`src/rtl/piso_shift_reg_p.sv`:
```
// Parametrised parallel-in serial-out shift register with valid/ready on both sides.
// Optional build macro PARITY_EN appends an even-parity beat to every word.
module piso_shift_reg_p #(
    parameter  int WIDTH = 8,
    localparam int CNT_W = $clog2(WIDTH + 1)
) (
    input  logic             clk,
    input  logic             rst,
    input  logic             load_valid,
    output logic             load_ready,
    input  logic [WIDTH-1:0] load_data,
    input  logic             msb_first,
    output logic             ser_out,
    output logic             ser_valid,
    input  logic             ser_ready,
    output logic             busy,
    output logic             frame_done
);

    typedef enum logic [1:0] {
        S_IDLE   = 2'd0,
        S_SHIFT  = 2'd1
`ifdef PARITY_EN
        ,
        S_PARITY = 2'd2
`endif
    } state_t;

    state_t             r_state;
    state_t             w_next;
    logic [WIDTH-1:0]   r_shift;
    logic               r_msb;
    logic [CNT_W-1:0]   r_cnt;
    logic               r_frame_done;
    logic               w_frame_end;
    logic               w_load;
    logic               w_last_bit;
`ifdef PARITY_EN
    logic               r_parity;
`endif

    assign w_last_bit = (r_cnt == CNT_W'(1));
    assign w_load     = load_valid & load_ready;
    assign frame_done = r_frame_done;

    always_comb begin
        w_next      = r_state;
        load_ready  = 1'b0;
        ser_valid   = 1'b0;
        ser_out     = 1'b0;
        busy        = 1'b0;
        w_frame_end = 1'b0;
        case (r_state)
            S_IDLE: begin
                load_ready = 1'b1;
                if (load_valid) w_next = S_SHIFT;
            end
            S_SHIFT: begin
                ser_valid = 1'b1;
                busy      = 1'b1;
                ser_out   = r_msb ? r_shift[WIDTH-1] : r_shift[0];
`ifdef PARITY_EN
                if (ser_ready && w_last_bit) w_next = S_PARITY;
`else
                // Accepting the next word on the last beat keeps the stream gap-free.
                load_ready = w_last_bit & ser_ready;
                if (ser_ready && w_last_bit) begin
                    w_frame_end = 1'b1;
                    w_next      = load_valid ? S_SHIFT : S_IDLE;
                end
`endif
            end
`ifdef PARITY_EN
            S_PARITY: begin
                ser_valid  = 1'b1;
                busy       = 1'b1;
                ser_out    = r_parity;
                load_ready = ser_ready;
                if (ser_ready) begin
                    w_frame_end = 1'b1;
                    w_next      = load_valid ? S_SHIFT : S_IDLE;
                end
            end
`endif
            default: w_next = S_IDLE;
        endcase
    end

    always_ff @(posedge clk) begin
        if (rst) begin
            r_state      <= S_IDLE;
            r_shift      <= '0;
            r_msb        <= 1'b0;
            r_cnt        <= '0;
            r_frame_done <= 1'b0;
`ifdef PARITY_EN
            r_parity     <= 1'b0;
`endif
        end else begin
            r_state      <= w_next;
            r_frame_done <= w_frame_end;
            if (w_load) begin
                r_shift  <= load_data;
                r_msb    <= msb_first;
                r_cnt    <= CNT_W'(WIDTH);
`ifdef PARITY_EN
                r_parity <= ^load_data;
`endif
            end else if (r_state == S_SHIFT && ser_ready) begin
                r_shift <= r_msb ? {r_shift[WIDTH-2:0], 1'b0} : {1'b0, r_shift[WIDTH-1:1]};
                r_cnt   <= r_cnt - CNT_W'(1);
            end
        end
    end

endmodule

```
`config.mk`:
```
export PLATFORM = sky130hd
export DESIGN_NAME = piso_shift_reg_p
export DESIGN_NICKNAME = d
export VERILOG_FILES = /design/src/rtl/piso_shift_reg_p.sv
export SDC_FILE = /design/constraint.sdc
export NUM_CORES = 1
export LEC_CHECK = 0
export ABC_AREA = 1
export CELL_PAD_IN_SITES_DETAIL_PLACEMENT = 1
export CELL_PAD_IN_SITES_GLOBAL_PLACEMENT = 1
export CORE_MARGIN = 5
export CORE_UTILIZATION = 33
export DETAILED_ROUTE_END_ITERATION = 10
export PLACE_DENSITY_LB_ADDON = 0.05
export SETUP_SLACK_MARGIN = 0.15
export SLEW_MARGIN = 20
export SYNTH_ARGS = -nofsm -noshare
export SYNTH_HDL_FRONTEND = slang
export SYNTH_SLANG_ARGS = --single-unit
```
`constraint.sdc`:
```
create_clock -name clk -period 1.6 [get_ports clk]
set_input_delay 0.4 -clock clk [delete_from_list [all_inputs] [get_ports clk]]
set_output_delay 0.4 -clock clk [all_outputs]
set_load 0.05 [all_outputs]
```
==> results of run 1 <==
==> flip-flops by register name, summed over array words and instances (netlist names) <==
name,count
frame_done,1
r_state,1
r_msb,1
r_shift,8
r_cnt,4
==> repair_timing <==
item                       in CTS  in global routing
setup buffers                   3                  0
pin swaps                       2                  1
gates cloned                    0                  1
setup endpoints to repair      15                 14
resized for setup              21                  8
==> cells in the mapped netlist, drive strengths merged <==
cell type   n
nand2      44
inv        19
dfxtp      15
a21oi      12
nand3      11
nor2        8
o211ai      6
buf         4
clkbuf      2
ha          2
o21ai       2
clkinv      1
mux2i       1
or2         1
xor2        1
==> how the worst max path moves through the flow <==
stage | start | slack [ps] | to
floorplan | r_cnt[1] | 200 | load_ready
global placement | ser_ready | -130 | load_ready
detailed placement | ser_ready | -170 | r_shift[6]
CTS | r_cnt[1] | -50 | load_ready
global route | r_cnt[1] | -100 | load_ready
finish | r_cnt[1] | -40 | load_ready
==> final cells by class <==
cell class	instances	area [um2]
clock buffer	4	26.3
fill	325	1140
inverter	20	81.3
multi-input combinational	89	519
sequential	15	314
tap	30	37.5
timing repair buffer	32	332
==> logic make-up (layout without fill, tap and decap cells) <==
family	Yosys count	in the layout	share of synthesized area [%]
mux	1	1	1.64
simple gates	64	65	31.5
buf+inv	26	56	13.2
fa+ha+maj	2	2	2.99
flops	15	15	35.9
xor+xnor	1	1	1.05
compound gates	20	20	13.8
==> layer usage <==
metal	share of wire (%)	up-vias	wire, um	track usage [%]
met4	2.0	0	51	8.54
li1	-	467	-	-
met3	3.5	4	90	2.77
met1	44	413	1140	18.2
met2	51	12	1310	27.9
met5	0	-	0	0
==> where the power goes <==
group,internal [W],switching (W)
Combinational,0.000141,0.000165
Clock,0.0000969,0.000138
Sequential,0.000401,0.0000278
Total,0.000639,0.000331
==> worst max-delay path, cell delays in order, from the launching register on <==
cell and delay, ps:
dfxtp_2 360, inv_2 50, ha_4 150, nand2_2 60, clkinv_2 60, nand2_4 70, nand2_4 60, buf_12 150
==> per-stage QoR <==
stage,std cells,setup slack (ps),utilization [%],TNS [ps]
floorplan,129,203,-,0
global placement,182,-129,47.3,-1280
detailed placement,182,-175,47.3,-1940
CTS,189,-53.1,51.5,-53.1
global route,190,-96.8,53.4,-96.8
finish,190,-41.6,53.4,-41.6
==> reports/qor.txt, run 1 <==
Hold Path End - r_shift[2]
initial antenna violation count - 0
fin nets - 176
fin area - 0.00131 mm2
Clock Skews - 7.10 ps
sequential area share after synthesis - 35.9%
share of cells above drive strength 1 - 29.4%
Synth Register Bits - 15
CTS Hold Bufs - 0
final wirelength - 2590 um
max_cap viols - 0
# DRC - 0
DP Wirelength - 1840 um
gr ovfl total - 0
Initial Util - 34.1%
P per Cell Area - 740 mW/mm2
die width - 60.4 um
maximum fanout along the worst path - 2
Slew Limit Fails - 0
total track usage - 15.9%
drt pass-1 iters - 4
first-pass GRT wire length - 4210 um
CTS buffer count - 3
Hold Crit Depth - 2
Syn Inst Count - 129
Placed Area - 0.00116 mm2
syn avg cell area - 6.49 um2
Final Hold Slack - 472 ps
WP data required - 1200 ps
most frequent cells in the layout - 38 x nand2_1, 16 x inv_1, 15 x buf_4, 11 x nand3_1, 11 x clkdlybuf4s50_1
HP Class - reg2reg
nature of the critical path endpoint - output pin
setup ws final - -41.6 ps
wire per inst - 13.6 um
DRT iter0 DRCs - 19
area share of the largest cell type after synthesis - 35.9%
failing checks - setup timing
worst-margin pin slew - 436 ps
top cells by area, synth - dfxtp_1 36%, nand2_1 18%, inv_1 8.1%
core region area - 0.00245 mm2
Clock Pin Slew Worst Setup and Hold Paths - 100 ps
Rows - 18
root buf cell - clkbuf_4
Arr. time, crit path - 1240 ps
Reg2Reg Depth - 11
final worst-path cycle share - 103%
IO Count - 18
leading area contributor after synthesis - dfxtp_1
critical path type - reg2out
clock buffer depth - 2
status - complete, but fails checks
via count - 896
antenna viol nets, final - 0
final hold violations - 0
Reg2Reg Launch Point - r_cnt[1]
worst-case vdd ir drop - 407 uV
Clk Latency, worst-skew pair - 290 ps
Syn Std Cell Area - 837 um2
startpoint types - flop
RSZ-0062 raised after global routing - true
Worst R2R Setup Slack - 160 ps
Pwr Total - 0.000970 W
CTS tree - built
Buffers on Ports - 17
Sink Count - 15
final setup violation count - 1
RePlAce Congestion - 0.762
die area - 0.00364 mm2
vias per cell - 4.72
max_slew headroom - 70.8%
H-tree Lvls - 1
n_diodes - 0
vias in the first global route - 900
Netlist cell types - 19
Static Leak - 0.589 nW
syn_nets - 144
Fmax - 609 MHz
P&R area growth vs syn - 56.5%
FF-to-FF End - r_shift[6]
Die Y - 60.4 um
YS warnings - 0
most common cell after layout, fill and taps aside - nand2_1
Tmin final - 1640 ps
Min-Delay Startpoint - r_shift[2]
pin count of the biggest net entering global routing - 13
Power figures use the tool's default switching activity.
==> run 2: changes to the inputs <==
--- a/config.mk
+++ b/config.mk
@@ -10,6 +10,7 @@
 export CELL_PAD_IN_SITES_GLOBAL_PLACEMENT = 1
 export CORE_MARGIN = 5
 export CORE_UTILIZATION = 33
+export CTS_CLUSTER_SIZE = 24
 export DETAILED_ROUTE_END_ITERATION = 10
 export PLACE_DENSITY_LB_ADDON = 0.05
 export SETUP_SLACK_MARGIN = 0.15
==> results of run 2 <==
Same layout as run 1: the final DEF is identical, and so are final timing and power.
==> run 3: changes to the inputs <==
--- a/config.mk
+++ b/config.mk
@@ -10,7 +10,6 @@
 export CELL_PAD_IN_SITES_GLOBAL_PLACEMENT = 1
 export CORE_MARGIN = 5
 export CORE_UTILIZATION = 33
-export CTS_CLUSTER_SIZE = 24
 export DETAILED_ROUTE_END_ITERATION = 10
 export PLACE_DENSITY_LB_ADDON = 0.05
 export SETUP_SLACK_MARGIN = 0.15
==> results of run 3 <==
Same layout as run 1: the final DEF is identical, and so are final timing and power.
